<file path="src/rtl/cpu_test_controller.sv">
// Run controller for the CPU test harness: sequences core reset,
// counts RUN cycles/retires, and reports PASS/FAIL/TIMEOUT via tohost.
//
// Ports:
//   clk, reset        clock and async active-high reset
//   mem_we/addr/wdata CPU store bus, watched for tohost writes
//   instr_retire      one pulse per retired instruction
//   cpu_reset         registered reset to the core
//   done/pass/timeout run result flags
//   fail_code         wdata[XLEN-1:1] of the failing tohost store
//   cycle_count       RUN cycles (saturating)
//   instret_count     RUN retires (saturating)
module cpu_test_controller #(
  parameter int              XLEN         = 32,
  parameter int              CNT_W        = 32,
  parameter int              RESET_CYCLES = 2,
  parameter int              MAX_CYCLES   = 1500,
  parameter logic [XLEN-1:0] TOHOST_ADDR  = 32'h0000_1000
) (
  input  logic              clk,
  input  logic              reset,
  input  logic              mem_we,
  input  logic [XLEN-1:0]   mem_addr,
  input  logic [XLEN-1:0]   mem_wdata,
  input  logic              instr_retire,
  output logic              cpu_reset,
  output logic              done,
  output logic              pass,
  output logic              timeout,
  output logic [XLEN-2:0]   fail_code,
  output logic [CNT_W-1:0]  cycle_count,
  output logic [CNT_W-1:0]  instret_count
);

  localparam int HW = (RESET_CYCLES > 1) ? $clog2(RESET_CYCLES) : 1;
  localparam logic [HW-1:0]    HOLD_LAST = HW'(RESET_CYCLES - 1);
  localparam logic [CNT_W-1:0] CYC_LAST  = CNT_W'(MAX_CYCLES - 1);
  localparam logic [CNT_W-1:0] CNT_SAT   = '1;

  typedef enum logic [2:0] {
    S_HOLD,
    S_RUN,
    S_PASS,
    S_FAIL,
    S_TIMEOUT
  } state_t;

  state_t            state_q, state_d;
  logic [HW-1:0]     hold_q, hold_d;
  logic              crst_d, done_d, pass_d, to_d;
  logic [XLEN-2:0]   fc_d;
  logic [CNT_W-1:0]  cyc_d, ins_d;
  logic              tohost;

  assign tohost = mem_we && (mem_addr == TOHOST_ADDR);

  always_comb begin
    state_d = state_q;
    hold_d  = hold_q;
    crst_d  = cpu_reset;
    done_d  = done;
    pass_d  = pass;
    to_d    = timeout;
    fc_d    = fail_code;
    cyc_d   = cycle_count;
    ins_d   = instret_count;
    unique case (state_q)
      S_HOLD: begin
        if (hold_q == HOLD_LAST) begin
          state_d = S_RUN;
          crst_d  = 1'b0;
        end else begin
          hold_d = hold_q + HW'(1);
        end
      end
      S_RUN: begin
        if (cycle_count != CNT_SAT)
          cyc_d = cycle_count + CNT_W'(1);
        if (instr_retire && instret_count != CNT_SAT)
          ins_d = instret_count + CNT_W'(1);
        // Even-valued tohost stores are not results; keep running.
        if (tohost && mem_wdata[0]) begin
          done_d = 1'b1;
          crst_d = 1'b1;
          if (mem_wdata == XLEN'(1)) begin
            state_d = S_PASS;
            pass_d  = 1'b1;
          end else begin
            state_d = S_FAIL;
            fc_d    = mem_wdata[XLEN-1:1];
          end
        end else if (cycle_count == CYC_LAST) begin
          state_d = S_TIMEOUT;
          done_d  = 1'b1;
          to_d    = 1'b1;
          crst_d  = 1'b1;
        end
      end
      default: ;
    endcase
  end

  always_ff @(posedge clk or posedge reset) begin
    if (reset) begin
      state_q       <= S_HOLD;
      hold_q        <= '0;
      cpu_reset     <= 1'b1;
      done          <= 1'b0;
      pass          <= 1'b0;
      timeout       <= 1'b0;
      fail_code     <= '0;
      cycle_count   <= '0;
      instret_count <= '0;
    end else begin
      state_q       <= state_d;
      hold_q        <= hold_d;
      cpu_reset     <= crst_d;
      done          <= done_d;
      pass          <= pass_d;
      timeout       <= to_d;
      fail_code     <= fc_d;
      cycle_count   <= cyc_d;
      instret_count <= ins_d;
    end
  end

endmodule

</file>
<file path="config.mk">
export PLATFORM = sky130hd
export DESIGN_NAME = cpu_test_controller
export DESIGN_NICKNAME = d
export VERILOG_FILES = /design/src/rtl/cpu_test_controller.sv
export SDC_FILE = /design/constraint.sdc
export NUM_CORES = 1
export LEC_CHECK = 0
export CORE_MARGIN = 4
export CORE_UTILIZATION = 41
export CTS_CLUSTER_SIZE = 8
export DETAILED_ROUTE_END_ITERATION = 6
export PLACE_DENSITY_LB_ADDON = 0.3
export SLEW_MARGIN = 20
export SYNTH_ARGS = -nofsm -noshare
export SYNTH_HDL_FRONTEND = slang
export SYNTH_SLANG_ARGS = --single-unit
</file>
<file path="constraint.sdc">
create_clock -name clk -period 3.5 [get_ports clk]
set_input_delay 0.875 -clock clk [delete_from_list [all_inputs] [get_ports clk]]
set_output_delay 0.875 -clock clk [all_outputs]
set_load 0.02 [all_outputs]
</file>
==> impl_metrics.py <==
metrics = {
    "timing": {
        "slew_headroom_pct": 53.2,
        "setup_slack_ns": 0.744,
        "fin_crit_sh_pct": 78.7,
        "tightest_slew_ns": 0.695,
        "hold_violations": 0,
        "rsz0062_at_grt": "no",
        "period_minus_slack_ns": 2.76,
        "finClkSkew_ns": 0.00508,
        "fin_setup_tns_ns": 0,
        "maxSlewViolCount": 0,
        "timing.fmax_ghz": 0.363,
        "setup_viol": 0,
    },
    "drt": {
        "drcViolationCount": 0,
        "routedWlPerCell_um": 17.1,
        "vias_per_cell": 5.30,
        "num_vias": 3906,
        "drt_pre_antenna_iters": 4,
        "routed_wl_um": 12600,
        "drtIter0Drc": 183,
        "ant_nets": 0,
    },
    "finish": {
        "mostFrequentLayoutCells": "166 x clkdlybuf4s50_1, 102 x dfrtp_1, 47 x xnor2_1",
        "layout_commonest_cell": "clkdlybuf4s50_1",
        "nFillCells": 937,
        "area_growth_pct": 45.6,
        "fin_util_pct": 61.1,
        "num-nets-final": 659,
        "layout-drive-gt1-share_pct": 12.5,
        "diodes": 0,
        "fin_area_um2": 7000,
    },
    "worst_setup_path": {
        "cp-start-kind": "primary input",
        "cp.required_ns": 3.73,
        "r2r-start": "cycle_count[8]",
        "worstReg2RegEnd": "cycle_count[1]",
        "end_kind": "flip-flop",
        "worstPathArrival_ns": 2.98,
        "worstSetupPathType": "in2reg",
        "crit_fanout": 16,
        "r2r_cells": 5,
        "cpMaxStageDelayCell": "nor4b_1",
        "path_cells": "clkdlybuf4s50_1, nor4b_1, nand4_1, nor3_2, nor2b_2, buf_4, mux2_2",
        "cpPeakStageDelay_ns": 0.53,
        "worst-path-buf-inv": 2,
        "cp_top_family": "simple AND/OR/NAND/NOR gates",
        "r2r_slack_ns": 0.99,
        "cp.depth": 7,
    },
    "global_route": {
        "grt_pass1_vias": 4040,
        "grt_max_degree": 104,
        "grt_use_met3_pct": 3.68,
        "track_usage_pct": 19.0,
        "grt_busiest_layer": "met2",
        "antenna_found_initial": 0,
        "overflow": 0,
        "grt_pass1_wl_um": 20100,
        "globalRouteMet2Util_pct": 31.4,
        "grt_util_met1_pct": 24.2,
    },
    "synthesis": {
        "netlist_area_um2": 4810,
        "ys.flop_type": "dfrtp_1",
        "post-synth-top-area-fraction_pct": 53.1,
        "synthTopCellsByArea": "dfrtp_1 53%, xnor2_1 8.6%, mux2_2 7.7%, nand4_1 4.2%, nand3_1 3.1%",
        "synth_top_family_by_area": "simple AND/OR/NAND/NOR gates",
        "synth_edf_count": 0,
        "syn_inst": 417,
        "yosys.area_share.simple_pct": 24.1,
        "synth-async-reset-ratio_pct": 100,
        "ys_seq_elements": 103,
        "synth_cell_types": 42,
        "synth_adder_area_share_pct": 0.520,
        "synth_nets": 487,
        "synth-xor-area-share_pct": 11.1,
        "synth_largest_area_cell": "dfrtp_1",
        "synth_warnings": 0,
        "synth_compound_area_share_pct": 1.14,
        "yosysSeqAreaShare_pct": 53.6,
        "synthMuxAreaShare_pct": 7.94,
        "synth.avg_cell_area_um2": 11.5,
    },
    "floorplan": {
        "num_io_pins": 167,
        "die_height_um": 116,
        "core_area_um2": 11500,
        "start_util_pct": 41.9,
        "rows": 39,
        "die_area_um2": 13500,
        "die_x_um": 116,
    },
    "min_path": {
        "hold_path_class": "reg2reg",
        "worstHoldEndpoint": "timeout",
        "min_path_cells": 1,
        "min_from": "timeout",
    },
    "clock_network": {
        "clk_path_buf_depth": 2,
        "post_cts_buffers": 0,
        "cts_hold_buf": 0,
        "ctsResizeCount": 0,
        "cts_max_level": 3,
        "cts_tree": "yes",
        "cts-buffers-inserted": 9,
        "cts_root_buf": "clkbuf_16",
        "cts.reportedPaths.clkPinSlew_ns": 0.07,
        "clk_latency_ns": 0.34,
        "cts.sinks": 103,
    },
    "place": {
        "gp_congestion": 0.877,
        "portBuffers": 166,
        "place_ws_ns": 0.372,
        "hpwl_um": 9480,
        "postPlaceCellArea_um2": 6660,
    },
    "power_and_ir_drop": {
        "pwr_density_cell_nw_per_um2": 350,
        "p_leak_nw": 2.94,
        "ir_worst_vdd_mv": 0.217,
    },
    "flow_run": {
        "cap_violations": 0,
    },
    "outcome": {
        "status": "finished clean",
    },
}
## logic make-up (layout without fill, tap and decap cells)
family          count (synthesis)  after routing
simple gates                  195            195
compound gates                  6              6
fa+ha+maj                       2              2
xor+xnor                       61             61
buf+inv                        16            193
mux                            34             34
flops                         103            103
## worst max path at each step
| stage | start | endpoint |
|---|---|---|
| after floorplan | mem_addr[19] | fail_code[0] |
| after global placement | mem_addr[15] | fail_code[11] |
| after detailed placement | mem_addr[15] | fail_code[13] |
| after CTS | mem_addr[15] | fail_code[13] |
| after global routing | mem_addr[15] | fail_code[17] |
| final | mem_addr[15] | fail_code[13] |
## cell type report
cell class                      instances  area (um^2)  area share, %
Timing Repair Buffer                  172         1720           24.5
Clock inverter                          6          108           1.54
Inverter                                5         22.5          0.322
Tap cell                              143          179           2.55
Clock buffer                           10          239           3.41
Sequential cell                       103         2580           36.8
Multi-Input combinational cell        298         2160           30.8
## per-stage QoR
step	cells	hold WS, ns	power (mW)
floorplan	417	0.463	1.23
global placement	721	0.459	1.33
CTS	737	0.477	2.48
global route	737	0.500	2.54
detailed placement	721	0.462	1.33
finish	737	0.467	2.45
## state kept, by name, indices dropped and copies added, names as in the netlist
name	flops
pass	1
timeout	1
fail_code	31
hold_q	1
cycle_count	32
state_q	3
cpu_reset	1
instret_count	32
done	1
## worst reg2reg max path: stages, from the launching register on
cell and delay (ns):
dfrtp_1 0.46, nand4_1 0.29, or3_1 0.43, or4_1 0.66, nand2_1 0.22, mux2_2 0.34
## synth_stat cells, types with 2 or more instances
master,count
and2_1,5
nor4b_1,5
nor4_1,22
nand4_1,32
nor4bb_1,2
dfrtp_1,102
nand3b_1,3
or3_1,2
nor2b_1,3
mux2_2,33
inv_1,5
clkbuf_1,3
or4_4,2
buf_2,6
or4_1,2
xnor2_1,47
nand2_1,25
xor2_1,14
nand3_1,30
or2_2,5
ha_1,2
nor2_1,20
and4_1,7
and3_1,12
nor3_1,11
## report_power, final
part	internal, mW	switching (mW)	total (mW)
logic	0.0710	0.0415	0.113
clock network	0.716	0.433	1.15
registers	1.19	0	1.19
## metal layers
metal / part of all wire, % / wire length (um)
met1: 43 / 5410
met2: 50 / 6260
met3: 5.5 / 699
met4: 2.1 / 264
met5: 0 / 0
(Power assumes the default switching activity.)
==> RTL change 1 (same flow settings) <==
The 5 states of `state_t` get a Gray code encoding in 3 bits.
--- a/src/rtl/cpu_test_controller.sv
+++ b/src/rtl/cpu_test_controller.sv
@@ -39,9 +39,9 @@
 
   typedef enum logic [2:0] {
-    S_HOLD,
-    S_RUN,
-    S_PASS,
-    S_FAIL,
-    S_TIMEOUT
+    S_HOLD    = 3'b000,
+    S_RUN     = 3'b001,
+    S_PASS    = 3'b011,
+    S_FAIL    = 3'b010,
+    S_TIMEOUT = 3'b110
   } state_t;
 
Function: same outputs for any inputs over 10 cycles, from zero or initial values and one cycle with reset high; not proved beyond that.
==> RTL change 1 against the original RTL <==
  * Synthesized area down 1.8%
  * Clock power decreased by 21%
  * Sequential power about the same
  * Final area shrank 1.9%
  * First-iteration DRC count shrank 11%
  * Routed wire length is 2.4% lower
  * Fmax increased by 0.92%
  * Clock skew is 1.2 ps higher
  * Global-route usage shrank 0.092 points
  * Total power fell by 9.5%
  * Sequential cell count is the same
  * Setup slack better by 25 ps
==> RTL change 1: results (changes against the original RTL) <==
met3 usage 3.16% (was 3.68%); Unique masters post-synth 47 (was 42); Leak 2.97 nW (was 2.94 nW); worst setup slack for register-to-register paths 1210 ps (was 990 ps); end of the worst register-to-register path cycle_count[18]$_DFFE_PP0P_ (was cycle_count[1]$_DFFE_PP0P_); critical path peak fanout 31 (was 16); Worst Clk Skew 6.27 ps (was 5.08 ps); cells taking the most area after synthesis sky130_fd_sc_hd__dfrtp_1 54%, sky130_fd_sc_hd__xnor2_1 8.0%, sky130_fd_sc_hd__mux2_2 4.1% (was sky130_fd_sc_hd__dfrtp_1 53%, sky130_fd_sc_hd__xnor2_1 8.6%, sky130_fd_sc_hd__mux2_2 7.7%); met2 track demand over resource 30.8% (was 31.4%); multi-input combinational gate total 285 (was 298); global-route met1 utilization 25.9% (was 24.2%); normalized max-slew margin 50.4% (was 53.2%); overall track demand over capacity in global routing 18.9% (was 19.0%); final-stage net count 647 (was 659); Non-CTS inverters 7 (was 5); global-route wire length before repair 19.9 mm (was 20.1 mm); total met3 wirelength after detailed routing 653 um (was 699 um); worst reg-to-reg path cell count 6 (was 5); drt wl/cell 17.1 um (about the same); 1st-iter DRT viols 162 (was 183); Syn Nets 471 (was 487); Largest stage delay, worst path 420 ps (was 530 ps); HPWL Detailed 9.54 mm (was 9.48 mm); maximum resistive drop on vdd 201 uV (was 217 uV); cell count after placement 706 (was 721); fraction of area in multi-input gates 30.5% (was 30.8%); non-clock buffer share of cell area 25.1% (was 24.5%); maximum number of pins on one net before global-route repair 49 (was 104); fraction of final layout cells sized beyond drive strength 1 8.97% (was 12.5%); clock buffer and inverter area fraction after layout 3.86% (was 4.95%); non-clock buffer count in the final layout 171 (was 172); clock buf count 13 (was 10); Synth top cells by count 102 x sky130_fd_sc_hd__dfrtp_1, 43 x sky130_fd_sc_hd__xnor2_1, 30 x sky130_fd_sc_hd__nand4_1 (was 102 x sky130_fd_sc_hd__dfrtp_1, 47 x sky130_fd_sc_hd__xnor2_1, 33 x sky130_fd_sc_hd__mux2_2); number of nets with antenna violations after routing 0 (unchanged); gate count after technology mapping 401 (was 417); share of synthesized area occupied by flip-flops and latches 54.6% (was 53.6%); total length of routed met2 wires 6.10 mm (was 6.26 mm); cell type of the slowest stage on the worst timing path sky130_fd_sc_hd__clkdlybuf4s50_1 (was sky130_fd_sc_hd__nor4b_1); vias in the first global route 3915 (was 4040); non-filler cells in the finished layout 720 (was 737); CTS sink cnt 103 (unchanged); kind of cell adding the most delay to the critical path simple AND/OR/NAND/NOR gates (unchanged); FF-to-FF Start cycle_count[0]$_DFFE_PP0P_ (was cycle_count[8]$_DFFE_PP0P_); destination of the critical timing path fail_code[20]$_DFFE_PP0P_ (was fail_code[13]$_DFFE_PP0P_); count of warnings emitted by yosys 0 (unchanged); fill cell total of the finished layout 928 (was 937); M1 WL 5.39 mm (was 5.41 mm); Vias 3830 (was 3906); run status complete, no violations (unchanged); Setup crit start mem_addr[24] (was mem_addr[15])
-- RTL change 1: cell families (layout without fill, tap and decap cells) --
group | Yosys count | after routing | synth area share [%]
AO/OA/AOI/OAI | 11 | 11 | 1.70
XOR/XNOR | 62 | 62 | 11.5
adder cells (fa/ha/maj) | 2 | 2 | 0.530
buffers and inverters | 13 | 192 | 1.14
flip-flops | 103 | 103 | 54.6
multiplexers | 34 | 34 | 8.08
AND/OR/NAND/NOR | 176 | 176 | 22.4
-- RTL change 1: stage by stage --
stage / hold slack (ps) / area [um^2] / setup WS (ps)
after global placement: 440 / 6600 / 471
after global routing: 493 / 6870 / 672
after detailed placement: 457 / 6600 / 399
after CTS: 476 / 6870 / 746
after floorplan: 463 / 4730 / 1020
final: 466 / 6870 / 770
-- RTL change 1: power by group --
group	switching [W]	internal (W)
Combinational	0.0000431	0.0000718
Sequential	0.0000000000000148	0.00119
Clock	0.000400	0.000513
==> RTL change 2 (same flow settings) <==
Without the edit above. `XLEN`: 32 -> 16.
--- a/src/rtl/cpu_test_controller.sv
+++ b/src/rtl/cpu_test_controller.sv
@@ -12,5 +12,5 @@
 //   instret_count     RUN retires (saturating)
 module cpu_test_controller #(
-  parameter int              XLEN         = 32,
+  parameter int              XLEN         = 16,
   parameter int              CNT_W        = 32,
   parameter int              RESET_CYCLES = 2,
Ports: changed (resized fail_code, mem_addr and mem_wdata); port bits go from 167 to 119. No check against the original RTL was run, so the function may have changed too.
==> RTL change 2 against the original RTL <==
  * Die area is 10% lower
  * Cell count is 11% lower
  * Non-clock buffer count is 47 lower
  * First-iteration DRC count is 9.3% lower
  * Hold slack worse by 4.3 ps
  * Final area is 17% lower
  * Setup slack worse by 61 ps
  * Utilization is 3.9 points lower
  * Synthesized area is 11% lower
  * Largest cell class unchanged
  * Routed wire length is 18% lower
  * Sequential cell count is 16 lower
Power is not compared: it rests on default switching activity, and its combinational part moved more than twofold at a synthesized area within 25%.
==> RTL change 2: results (changes against the original RTL) <==
cells taking the most area after synthesis sky130_fd_sc_hd__dfrtp_1 50%, sky130_fd_sc_hd__xor2_1 7.0%, sky130_fd_sc_hd__xnor2_1 5.5% (was sky130_fd_sc_hd__dfrtp_1 53%, sky130_fd_sc_hd__xnor2_1 8.6%, sky130_fd_sc_hd__mux2_2 7.7%); overall track demand over capacity in global routing 18.2% (was 19.0%); Worst Clk Skew 12.6 ps (was 5.08 ps); Syn Nets 426 (was 487); end of the worst register-to-register path cycle_count[18]$_DFFE_PP0P_ (was cycle_count[1]$_DFFE_PP0P_); worst-case hold path end point cpu_reset$_DFFE_PP1P_ (was timeout$_DFFE_PP0P_); cell count after placement 642 (was 721); xor-xnor portion of the synthesized cell area 12.5% (was 11.1%); placed standard-cell area 0.00565 mm^2 (was 0.00666 mm^2); HPWL Detailed 7.71 mm (was 9.48 mm); hold wc startpoint cpu_reset$_DFFE_PP1P_ (was timeout$_DFFE_PP0P_); global-route wire length before repair 17.5 mm (was 20.1 mm); Unique masters post-synth 44 (was 42); critical path peak fanout 8 (was 16); fraction of final layout cells sized beyond drive strength 1 10.2% (was 12.5%); worst setup slack for register-to-register paths 940 ps (was 990 ps); registers with the most flip-flops cycle_count: 32 flops, instret_count: 32 flops, fail_code: 15 flops (was cycle_count: 32 flops, instret_count: 32 flops, fail_code: 31 flops); hold slack 463 ps (was 467 ps); Slew @ Worst Pin 885 ps (was 695 ps); cell at the root of the clock tree sky130_fd_sc_hd__clkbuf_8 (was sky130_fd_sc_hd__clkbuf_16); WHS Path Cells 2 (was 1); gate count after technology mapping 388 (was 417); Largest stage delay, worst path 560 ps (was 530 ps); destination of the critical timing path fail_code[1]$_DFFE_PP0P_ (was fail_code[13]$_DFFE_PP0P_); share of synthesized area occupied by flip-flops and latches 51.0% (was 53.6%); data arrival time of the critical path 3050 ps (was 2980 ps); adder and majority cell fraction of the synthesized area 0.586% (was 0.520%); Via-to-Cell Ratio 5.38 (was 5.30); 1st-iter DRT viols 166 (was 183); non-filler cells in the finished layout 658 (was 737); clock slew seen by the registers of the worst setup and hold paths 90 ps (was 70 ps); run status complete, no violations (unchanged); FF-to-FF Start cycle_count[0]$_DFFE_PP0P_ (was cycle_count[8]$_DFFE_PP0P_); worst reg-to-reg path cell count 6 (was 5); quantity of I/O buffers inserted on ports 118 (was 166)
RTL change 2: cell count changes after synthesis, moves of 3 or more:
cell	change
sky130_fd_sc_hd__nor3_1	+6
sky130_fd_sc_hd__nand2_1	+16
sky130_fd_sc_hd__nand4_1	-8
sky130_fd_sc_hd__mux2_2	-26
sky130_fd_sc_hd__mux2_4	+10
sky130_fd_sc_hd__nand2b_1	+4
sky130_fd_sc_hd__and4_1	+3
sky130_fd_sc_hd__xnor2_1	-20
sky130_fd_sc_hd__dfrtp_1	-16
sky130_fd_sc_hd__xor2_1	+20
sky130_fd_sc_hd__buf_2	-6
sky130_fd_sc_hd__or2_2	-3
sky130_fd_sc_hd__nand3_1	-5
RTL change 2: routing by layer:
metal	wire, um	global-route usage, %	vias to the layer above
li1	-	-	1677
met1	4560	25.0	1727
met4	83	4.90	0
met2	5080	28.9	130
met5	0	0	-
met3	680	4.43	8
RTL change 2: area by class of cell:
| class | instances | area, um^2 |
|---|---|---|
| fillers | 872 | 4390 |
| flip-flops and latches | 87 | 2180 |
| multi-input cells | 291 | 2040 |
| repair buffers | 125 | 1250 |
| well taps | 136 | 170 |
| clock buffers | 10 | 138 |
| clock inverters | 6 | 60.1 |
| inverters | 3 | 12.5 |
RTL change 2: report_power, final:
group / internal [W] / leakage (nW) / switching (W) / total [W]
Sequential: 0.00107 / 1.17 / 0.000129 / 0.00120
Combinational: 0.000244 / 1.26 / 0.000252 / 0.000496
Clock: 0.000346 / 0.0981 / 0.000358 / 0.000704
Total: 0.00166 / 2.53 / 0.000739 / 0.00240
RTL change 2: worst register-to-register path: cells and delay by family (launching register included):
family / cells / cell delay (ps)
XOR/XNOR: 1 / 140
adder cells (fa/ha/maj): 1 / 270
flip-flops: 1 / 420
AND/OR/NAND/NOR: 4 / 1670
